$ cat src/rtl/cp0_except.sv
// Coprocessor-0 register file and MEM-stage exception arbiter.
// Produces the exception code and EPC for the pipeline controller, and implements mfc0/mtc0 and the Count/Compare timer.
module cp0_except #(
    parameter int unsigned EXC_W = 8
) (
    input  logic             clk,
    input  logic             rst,
    input  logic             stall_i,
    input  logic             mem_valid_i,
    input  logic [EXC_W-1:0] exc_flags_i,
    input  logic             eret_i,
    input  logic [31:0]      pc_i,
    input  logic             in_delayslot_i,
    input  logic [31:0]      bad_addr_i,
    input  logic [5:0]       int_i,
    input  logic             we_i,
    input  logic [4:0]       waddr_i,
    input  logic [31:0]      wdata_i,
    input  logic [4:0]       raddr_i,
    output logic [31:0]      rdata_o,
    output logic [31:0]      excepttype_o,
    output logic [31:0]      cp0_epc_o,
    output logic             timer_int_o
);
    localparam logic [4:0] REG_BADVADDR = 5'd8;
    localparam logic [4:0] REG_COUNT    = 5'd9;
    localparam logic [4:0] REG_COMPARE  = 5'd11;
    localparam logic [4:0] REG_STATUS   = 5'd12;
    localparam logic [4:0] REG_CAUSE    = 5'd13;
    localparam logic [4:0] REG_EPC      = 5'd14;

    localparam logic [31:0] CODE_INT  = 32'h01;
    localparam logic [31:0] CODE_ERET = 32'h0e;

    logic [31:0] badvaddr, count, compare, epc;
    logic [7:0]  status_im;
    logic        status_exl, status_ie;
    logic        cause_bd, cause_ti;
    logic [7:0]  cause_ip;
    logic [4:0]  cause_exccode;
    logic        toggle;

    logic        int_pend, wr_en, commit, sel_fetch, sel_data;
    logic [31:0] status_rd, cause_rd, reg_rd, wr_masked;

    assign int_pend  = status_ie & ~status_exl & (|(cause_ip & status_im));
    assign wr_en     = we_i & ~stall_i;
    assign commit    = (excepttype_o != 32'd0) & ~stall_i;
    assign sel_fetch = mem_valid_i & ~int_pend & exc_flags_i[0];
    assign sel_data  = mem_valid_i & ~int_pend & ~(|exc_flags_i[5:0]) & (exc_flags_i[6] | exc_flags_i[7]);

    assign status_rd = {9'd0, 1'b1, 6'd0, status_im, 6'd0, status_exl, status_ie};
    assign cause_rd  = {cause_bd, cause_ti, 14'd0, cause_ip, 1'b0, cause_exccode, 2'b00};

    // Priority arbiter: interrupts first, then instruction exceptions in pipeline order
    always_comb begin
        excepttype_o = 32'd0;
        if (mem_valid_i) begin
            if (int_pend)                excepttype_o = CODE_INT;
            else if (exc_flags_i[0])     excepttype_o = 32'h04;
            else if (exc_flags_i[1])     excepttype_o = 32'h0a;
            else if (exc_flags_i[2])     excepttype_o = 32'h0c;
            else if (exc_flags_i[3])     excepttype_o = 32'h0d;
            else if (exc_flags_i[4])     excepttype_o = 32'h08;
            else if (exc_flags_i[5])     excepttype_o = 32'h09;
            else if (exc_flags_i[6])     excepttype_o = 32'h04;
            else if (exc_flags_i[7])     excepttype_o = 32'h05;
            else if (eret_i)             excepttype_o = CODE_ERET;
        end
    end

    // Register read mux and the value a same-cycle mtc0 would make visible
    always_comb begin
        reg_rd = 32'd0;
        case (raddr_i)
            REG_BADVADDR: reg_rd = badvaddr;
            REG_COUNT:    reg_rd = count;
            REG_COMPARE:  reg_rd = compare;
            REG_STATUS:   reg_rd = status_rd;
            REG_CAUSE:    reg_rd = cause_rd;
            REG_EPC:      reg_rd = epc;
            default:      reg_rd = 32'd0;
        endcase
        wr_masked = 32'd0;
        case (waddr_i)
            REG_BADVADDR, REG_COUNT, REG_COMPARE, REG_EPC: wr_masked = wdata_i;
            REG_STATUS: wr_masked = {9'd0, 1'b1, 6'd0, wdata_i[15:8], 6'd0, wdata_i[1:0]};
            REG_CAUSE:  wr_masked = {cause_rd[31:10], wdata_i[9:8], cause_rd[7:0]};
            default:    wr_masked = 32'd0;
        endcase
    end

    assign rdata_o     = (we_i && waddr_i == raddr_i) ? wr_masked : reg_rd;
    assign cp0_epc_o   = (we_i && waddr_i == REG_EPC) ? wdata_i : epc;
    assign timer_int_o = cause_ti;

    // State update: timer and interrupt sampling, then mtc0, then commit (commit wins on shared fields)
    always_ff @(posedge clk) begin
        if (rst) begin
            badvaddr      <= 32'd0;
            count         <= 32'd0;
            compare       <= 32'd0;
            epc           <= 32'd0;
            status_im     <= 8'd0;
            status_exl    <= 1'b0;
            status_ie     <= 1'b0;
            cause_bd      <= 1'b0;
            cause_ti      <= 1'b0;
            cause_ip      <= 8'd0;
            cause_exccode <= 5'd0;
            toggle        <= 1'b0;
        end else begin
            toggle <= ~toggle;
            if (wr_en && waddr_i == REG_COUNT)  count <= wdata_i;
            else if (toggle)                     count <= count + 32'd1;

            if (wr_en && waddr_i == REG_COMPARE) begin
                compare  <= wdata_i;
                cause_ti <= 1'b0;
            end else if (count == compare && compare != 32'd0) begin
                cause_ti <= 1'b1;
            end

            cause_ip[7:2] <= {int_i[5] | cause_ti, int_i[4:0]};

            if (wr_en) begin
                case (waddr_i)
                    REG_BADVADDR: badvaddr <= wdata_i;
                    REG_STATUS: begin
                        status_im  <= wdata_i[15:8];
                        status_exl <= wdata_i[1];
                        status_ie  <= wdata_i[0];
                    end
                    REG_CAUSE: cause_ip[1:0] <= wdata_i[9:8];
                    REG_EPC:   epc <= wdata_i;
                    default: ;
                endcase
            end

            if (commit) begin
                if (excepttype_o == CODE_ERET) begin
                    status_exl <= 1'b0;
                end else begin
                    if (!status_exl) begin
                        epc      <= in_delayslot_i ? pc_i - 32'd4 : pc_i;
                        cause_bd <= in_delayslot_i;
                    end
                    status_exl    <= 1'b1;
                    cause_exccode <= (excepttype_o == CODE_INT) ? 5'd0 : excepttype_o[4:0];
                    if (sel_fetch)     badvaddr <= pc_i;
                    else if (sel_data) badvaddr <= bad_addr_i;
                end
            end
        end
    end
endmodule

$ cat config.mk
export PLATFORM = sky130hd
export DESIGN_NAME = cp0_except
export DESIGN_NICKNAME = d
export VERILOG_FILES = /design/src/rtl/cp0_except.sv
export SDC_FILE = /design/constraint.sdc
export NUM_CORES = 1
export LEC_CHECK = 0
export ABC_AREA = 1
export CORE_ASPECT_RATIO = 1.1
export CORE_MARGIN = 2
export CORE_UTILIZATION = 42
export CTS_CLUSTER_SIZE = 16
export DETAILED_ROUTE_END_ITERATION = 8
export GPL_TIMING_DRIVEN = 0
export PLACE_DENSITY = 0.67
export SYNTH_ARGS = -nofsm -noshare
export SYNTH_HDL_FRONTEND = slang
export SYNTH_SLANG_ARGS = --single-unit
$ cat constraint.sdc
create_clock -name clk -period 1.8 [get_ports clk]
set_input_delay 0.27 -clock clk [delete_from_list [all_inputs] [get_ports clk]]
set_output_delay 0.27 -clock clk [all_outputs]
set_load 0.005 [all_outputs]
==> results by group, run 1 <==
Power and ir drop
  • Sw frac: 0.342
  • Static leakage: 8.31 nW
  • Net Switching: between 3 and 4 mW
  • Gate power share: 0.276
  • Clock power share: 0.359
  • Pint: approximately 6.5 mW
  • Cell Pwr Density: about 530 nW/um^2
  • Worst VDD drop: between 0.0007 and 0.0008 V
  • Flop pwr share: 0.365
  • Tot Pwr: ~9.9 mW

Place
  • IO Port Bufs: 194
  • Pre-CTS WS: -1.68 ns
  • DP Wirelength: 46100 um
  • Dpl cell area: around 14000 um^2
  • GP Congestion: ~1
  • Placed cells: about 2600

Cells and area
  • Net count reported at finish: around 2500
  • Final-layout fill cell count: 2407
  • Number of inserted diodes: 0
  • Layout Cells excl Fill: about 2700
  • Area Overhead vs Synth: 59.7%
  • Layout cells sized above 1: 0.336
  • Core Util, Final: 0.679
  • Design Area, Final: ~19000 um^2

Global route
  • Initial antenna violation count: 2
  • Largest net degree at the start of global routing: 20
  • GRT overflow: 0
  • GRT Util Overall: 0.403
  • First-pass GRT wire length: roughly 90000 um
  • Number of global-route vias before repair: 14800

Worst setup path
  • Startpoint types: input pin
  • Worst path arrival time: ~1.9 ns
  • CP Launch Point: raddr_i[4]
  • Critical Path Fanout Max: 4
  • Crit path cell chain: buf_8, nor3_4, inv_2, nor2_4, buf_4, buf_6, buf_6, clkbuf_16, nand2_4, o2111ai_2, nor3_2, nor2_1, buf_2
  • Worst reg2reg endpoint: cause_exccode[3]
  • CP Depth: 13
  • Critical path buffer and inverter count: 7
  • Critical path class: input pin to output pin
  • Reg2reg start: cause_ip[6]
  • Critical Path Slowest Stage Cell: nor2_4
  • Critical Path Max Stage Delay: 0.20 ns
  • Crit-path leading delay family: buffers and inverters
  • R2R cell count: 17
  • CP Capture Point: rdata_o[13]
  • Worst Path Required: between 1.5 and 2 ns
  • Critical path's most frequent cell: buf_6
  • Setup slack, reg-to-reg: -0.31 ns
  • Crit end category: output pin

Detailed routing
  • DR pass1 iterations: 6
  • Routed wire length: 63200 um
  • Drt via density: 5.77
  • Initial DRC Count: 1639
  • DRC viols: 0
  • DR vias: about 16000
  • Routed Antenna Nets: 0
  • Wire length per cell after detailed routing: roughly 23 um

Clock network
  • CTS tree: built
  • CTS Buf Count: 17
  • CTS root buf: clkbuf_16
  • CTS Hold Bufs: 0
  • Worst skew pair latency: about 0.45 ns
  • H-tree Lvls: 4
  • # clock sinks: ~150
  • Worst-path clk slew: approximately 0.07 ns
  • CTS max path bufs: 2

Synth
  • Number of flops mapped to enable cells by yosys: 0
  • YS warnings: 0
  • Sequential-to-total area share from yosys stat: 0.260
  • Distinct cells, synth: 43
  • Async S/R FF share, synth: 0
  • Cells after Synth: between 1500 and 2000
  • Avg Inst Size Synth: approximately 5.9 um^2
  • Main flop type after synthesis: dfxtp_1
  • FF+latch count, synth: approximately 150
  • Area of the mapped netlist: roughly 12000 um^2

Floorplan
  • Die height: ~180 um
  • Die width: around 160 um
  • Rows: 64
  • Io pins: roughly 220
  • CORE AREA: roughly 28000 um^2
  • Die ar.: 29400 um^2
  • Initial core utilization: 0.425

STA
  • Slew Limit Fails: 0
  • Worst rel slew slack: 0.387
  • Worst Setup Slack, final: -0.327 ns
  • Final period utilization: 1.18
  • Final Hold Fails: 0
  • Final min period: about 2.1 ns
  • Clk_skew: about 0.012 ns
  • Max Freq: 0.470 GHz
  • Setup TNS: -25.30 ns
  • Finish-stage setup viols: about 110
  • RSZ-0062 raised after global routing: yes
  • Measured slew at the worst slew-check pin: roughly 0.92 ns
  • WHS: roughly 0.33 ns

Min path
  • Hold crit path type: input pin to flip-flop
  • Min-delay src: int_i[0]

Outcome
  • Failing checks: setup timing
  • Status: finished, violations left

Flow run
  • # Max-Cap Violations: 0
-- Yosys cell counts (4+ instances only) --
master / n / area, um^2
o2111ai_1: 6 / 52.6
o21ai_0: 179 / 896
o22ai_1: 57 / 357
a22oi_1: 10 / 75.1
buf_6: 6 / 67.6
a31oi_1: 19 / 119
xor2_1: 68 / 596
inv_1: 260 / 976
nor2_1: 158 / 593
nor3_1: 22 / 110
inv_2: 7 / 26.3
o211ai_1: 7 / 52.6
xnor2_1: 5 / 43.8
o21ai_1: 31 / 155
buf_1: 5 / 18.8
a21oi_1: 119 / 596
nor4_1: 17 / 106
nor2_4: 7 / 78.8
dfxtp_1: 153 / 3060
a221oi_1: 8 / 70.1
buf_4: 33 / 248
nand3_1: 55 / 275
o221ai_1: 4 / 35.0
nand3_2: 5 / 50.1
clkbuf_1: 66 / 248
o31ai_1: 5 / 37.5
o21ai_2: 19 / 166
nor2_2: 8 / 50.1
nand4_1: 31 / 194
nand2_1: 564 / 2120
buf_2: 28 / 140
-- how the worst min path moves through the flow --
| stage | end | slack, ns | depth (start not counted) |
|---|---|---|---|
| 2_1_floorplan | cause_ip[2] | 0.38 | 2 |
| 3_3_place_gp | cause_ip[1] | 0.48 | 2 |
| 3_5_place_dp | cause_ip[1] | 0.48 | 2 |
| 4_1_cts | cause_ip[6] | 0.33 | 3 |
| 5_1_grt | cause_ip[6] | 0.35 | 3 |
| 6_report | cause_ip[2] | 0.33 | 3 |
-- kinds of logic (layout without fill, tap and decap cells) --
group                    Yosys count  after routing  synth area share
adder cells (fa/ha/maj)            2              2           0.00212
AO/OA/AOI/OAI                    469            469             0.225
AND/OR/NAND/NOR                  876            877             0.311
flip-flops                       153            153             0.260
XOR/XNOR                          73             73            0.0543
buffers and inverters            407            767             0.147
other                              1             28          0.000318
-- routing by layer --
layer  GRT usage  wire [um]  vias to the layer above
met5           0         21                        -
met4       0.227       5180                        4
met3      0.0600       5740                      312
met2       0.677      29300                     1058
met1       0.488      23000                     7243
li1            -          -                     7154
-- cells in the final DEF, fill, tap and decap left out, types with 31 or more instances in the layout --
| cell type | count |
|---|---|
| a21oi_1 | 75 |
| a21oi_2 | 42 |
| buf_2 | 67 |
| buf_4 | 119 |
| buf_6 | 59 |
| clkbuf_16 | 32 |
| clkdlybuf4s50_1 | 109 |
| dfxtp_1 | 127 |
| inv_1 | 233 |
| nand2_1 | 446 |
| nand2_2 | 82 |
| nand2_4 | 39 |
| nand3_1 | 39 |
| nand4_1 | 31 |
| nor2_1 | 114 |
| nor2_4 | 34 |
| o21ai_0 | 103 |
| o21ai_1 | 49 |
| o21ai_2 | 60 |
| o22ai_1 | 43 |
| xor2_1 | 66 |
-- final cells by class --
cell class	instances	area [um^2]	area share
plain buffers	128	1220	0.0650
clock inverters	13	108	0.00572
well taps	363	454	0.0241
clock buffers	19	453	0.0241
inverters	269	1080	0.0575
multi-input cells	1449	9060	0.482
flip-flops and latches	153	3130	0.166
repair buffers	338	3310	0.176
-- registers in the layout (all words and copies together) (netlist names) --
signal,flops
badvaddr,32
compare,32
count,32
epc,32
cause_ip,8
status_im,8
cause_exccode,4
cause_bd,1
status_exl,1
status_ie,1
timer_int_o,1
toggle,1
-- tightest hold or removal path, cell delays in order --
cell and delay (ns):
clkdlybuf4s50_1 0.40, inv_1 0.05, nor2_1 0.03
-- power by group through the flow --
stage	sequential, mW	clock [mW]	combinational, mW
after floorplan	3.64	0	0.963
after global placement	3.68	0	1.88
after detailed placement	3.68	0	1.89
after CTS	3.60	3.49	2.33
after global routing	3.62	3.65	2.87
final	3.61	3.56	2.73
-- timing repair --
item,4_1_cts,5_1_grt
buffers inserted,80,48
resized for setup,863,340
pin swaps,71,103
gates cloned,17,7
setup endpoints to repair,212,146
(Power assumes the default switching activity.)
==> run 2: changes to the inputs <==
Settings changed: CAP_MARGIN from default to 20.
==> results of run 2 <==
No change in the layout: final DEF, timing and power equal those of run 1.
==> run 3: changes to the inputs <==
Settings changed: CORE_ASPECT_RATIO 1.1 to default, HOLD_SLACK_MARGIN from default to 0.05.
==> results by group, run 3 (synthesis gave the netlist of run 1 again) <==
Power and ir drop
  • Gate power share: 0.257 (-0.019)
  • Pint: 6.68 mW (+2.5%)
  • Worst VDD drop: 0.000593 V (-16%)
  • Cell Pwr Density: 532 nW/um^2 (+1.1%)
  • Flop pwr share: 0.361 (-0.004)
  • Static leakage: 8.41 nW (+1.2%)
  • Clock power share: 0.382 (+0.023)
  • Sw frac: 0.335 (-0.00755)
  • Net Switching: 3.36 mW (-0.89%)

Clock network
  • CTS root buf: clkbuf_16
  • CTS Hold Bufs: 0 (unchanged)
  • Worst skew pair latency: 0.45 ns (about the same)
  • H-tree Lvls: 4 (unchanged)
  • CTS Buf Count: 17 (unchanged)
  • CTS max path bufs: 2 (unchanged)
  • CTS tree: built
  • Worst-path clk slew: 0.07 ns (about the same)
  • # clock sinks: 153 (unchanged)

Floorplan
  • Die width: 171 um (+4.8%)
  • Die ar.: 29400 um^2 (about the same)
  • Rows: 61 (-4.7%)
  • Die height: 171 um (-4.6%)
  • Initial core utilization: 0.425 (about the same)
  • Io pins: 224 (unchanged)
  • CORE AREA: 27700 um^2 (about the same)

Detailed routing
  • Drt via density: 5.72 (-0.88%)
  • DR vias: 15700 (-0.77%)
  • DR pass1 iterations: 6 (unchanged)
  • Routed wire length: 62500 um (-1.2%)
  • DRC viols: 0 (unchanged)
  • Routed Antenna Nets: 0 (unchanged)
  • Initial DRC Count: 1726 (+5.3%)
  • Wire length per cell after detailed routing: 22.8 um (-1.3%)

Worst setup path
  • Critical path buffer and inverter count: 1 (-6)
  • CP Depth: 11 (-2)
  • Crit end category: flip-flop
  • R2R cell count: 11 (-6)
  • Crit-path leading delay family: simple AND/OR/NAND/NOR gates
  • Worst path arrival time: 2.38 ns (+0.52 ns)
  • Startpoint types: flip-flop
  • Worst Path Required: 2.13 ns (+0.60 ns)
  • Critical path class: flip-flop to flip-flop
  • Critical Path Slowest Stage Cell: dfxtp_4
  • Crit path cell chain: nand2_4, nand2_4, nor2_4, nand2_4, a21boi_4, nand4_4, nand4_4, bufbuf_16, nand2_1, nand2_1, nor2_1
  • Critical path's most frequent cell: nand2_4
  • Critical Path Fanout Max: 5 (+1)
  • Critical Path Max Stage Delay: 0.37 ns (+0.17 ns)

STA
  • Slew Limit Fails: 0 (unchanged)
  • Final Hold Fails: 0 (unchanged)
  • Measured slew at the worst slew-check pin: 1.01 ns (+0.0918 ns)
  • Final min period: 2.05 ns (-0.0783 ns)
  • Clk_skew: 0.0110 ns (-0.000711 ns)
  • Finish-stage setup viols: 107 (unchanged)
  • Max Freq: 0.488 GHz (+3.8%)
  • Worst Setup Slack, final: -0.248 ns (+0.0783 ns)
  • RSZ-0062 raised after global routing: yes
  • Final period utilization: 1.14 (-0.0435)
  • Worst rel slew slack: 0.326 (-0.0612)

Global route
  • M3 GR Usage: 0.0690 (+0.00904)
  • Initial antenna violation count: 1 (-1)
  • Met2 global-route usage: 0.666 (-0.0110)
  • GRT overflow: 0 (unchanged)
  • Number of global-route vias before repair: 14600 (-1.2%)
  • GRT met1 Usage: 0.500 (+0.0124)
  • Gr busiest metal: met2
  • Largest net degree at the start of global routing: 17 (-15%)
  • First-pass GRT wire length: 87600 um (-1.1%)
  • GRT Util Overall: 0.403 (-0.000520)

Place
  • DP Wirelength: 46000 um (-0.20%)
  • Dpl cell area: 14300 um^2 (+0.13%)
  • IO Port Bufs: 194 (unchanged)
  • Placed cells: 2580 (+0.58%)
  • GP Congestion: 1.07 (+7.0%)

Flow run
  • # Max-Cap Violations: 0 (unchanged)

Cells and area
  • Most common cell after layout, fill and taps aside: nand2_1
  • Final-layout fill cell count: 2436 (+1.2%)
  • Number of inserted diodes: 0 (unchanged)
  • Design Area, Final: 18900 um^2 (+0.27%)
  • Area Overhead vs Synth: 60.1%
  • Net count reported at finish: 2473 (-0.48%)
  • Layout Cells excl Fill: 2735 (+0.11%)
  • Commonest non-fill, non-tap cells in the layout: nand2_1, inv_1, nor2_1, dfxtp_1, clkdlybuf4s50_1
  • Layout cells sized above 1: 0.343 (+0.00722)

Min path
  • Hold crit path type: input pin to flip-flop
  • WHS Path Cells: 3 (unchanged)

Outcome
  • Status: finished, violations left
  • Failing checks: setup timing
-- run 3: cell types whose count changed in the layout (fill, tap and decap cells not counted), moves of 9 or more --
| cell | previous run | this run |
|---|---|---|
| buf_4 | 119 | 104 |
| nor2_1 | 114 | 125 |
| o21ai_4 | 17 | 26 |
| inv_2 | 20 | 32 |
| nand2_2 | 82 | 72 |
| o21ai_0 | 103 | 85 |
| nand2_1 | 446 | 457 |
| clkbuf_2 | 1 | 13 |
-- run 3: per-layer routing --
layer,part of all wire,wire length (um),up-vias
met2,0.45,28400,990
met3,0.088,5470,252
li1,-,-,7099
met4,0.069,4290,2
met1,0.39,24300,7307
met5,0.00029,18,-
-- run 3: layout make-up --
type,instances,area [um^2],share of cell area
clock inverter,15,185,0.00982
sequential,153,3130,0.166
inverter,269,1060,0.0563
tap,378,473,0.0251
buffer,130,1280,0.0679
clock buffer,17,425,0.0225
multi-input combinational,1448,9190,0.487
timing repair buffer,325,3120,0.165
-- run 3: timing repair --
action / in CTS / in global routing
endpoints found under the setup margin: 212 / 152
buffers inserted: 84 / 31
hold endpoints to repair: 0 / 0
resized for setup: 828 / 395
cloned: 11 / 9
pin swaps: 78 / 104
-- run 3: final timing paths --
| check | startpoint | to | slack (ns) |
|---|---|---|---|
| worst max-delay path | status_im[4] | epc[26] | -0.25 |
| worst min-delay path | int_i[2] | cause_ip[4] | 0.34 |
| worst max register to register | status_im[4] | epc[26] | -0.25 |
| worst min register to register | compare[25] | compare[25] | 0.53 |
-- run 3: power by group through the flow --
stage	Sequential (mW)	Clock, mW	Combinational, mW
final	3.62	3.83	2.58
after global routing	3.62	3.97	2.73
after detailed placement	3.68	0	1.88
after floorplan	3.64	0	0.963
after CTS	3.61	3.81	2.22
after global placement	3.68	0	1.88
-- run 3: through the flow --
step	worst slack, ns	hold slack (ns)	total power [mW]	util	setup TNS [ns]
floorplan	0.0447	0.377	4.60	-	0
global placement	-1.63	0.486	5.56	0.516	-194.72
detailed placement	-1.64	0.497	5.57	0.516	-198.85
CTS	-0.172	0.335	9.63	0.625	-11.36
global route	-0.314	0.348	10.3	0.681	-24.73
finish	-0.248	0.343	10.0	0.681	-19.49
-- run 3: worst register-to-register path, cell delays in order (launching register included) --
cell and delay [ns]:
dfxtp_4 0.37, nand2_4 0.10, nand2_4 0.06, nor2_4 0.13, nand2_4 0.11, a21boi_4 0.28
nand4_4 0.22, nand4_4 0.23, bufbuf_16 0.30, nand2_1 0.05, nand2_1 0.05, nor2_1 0.04
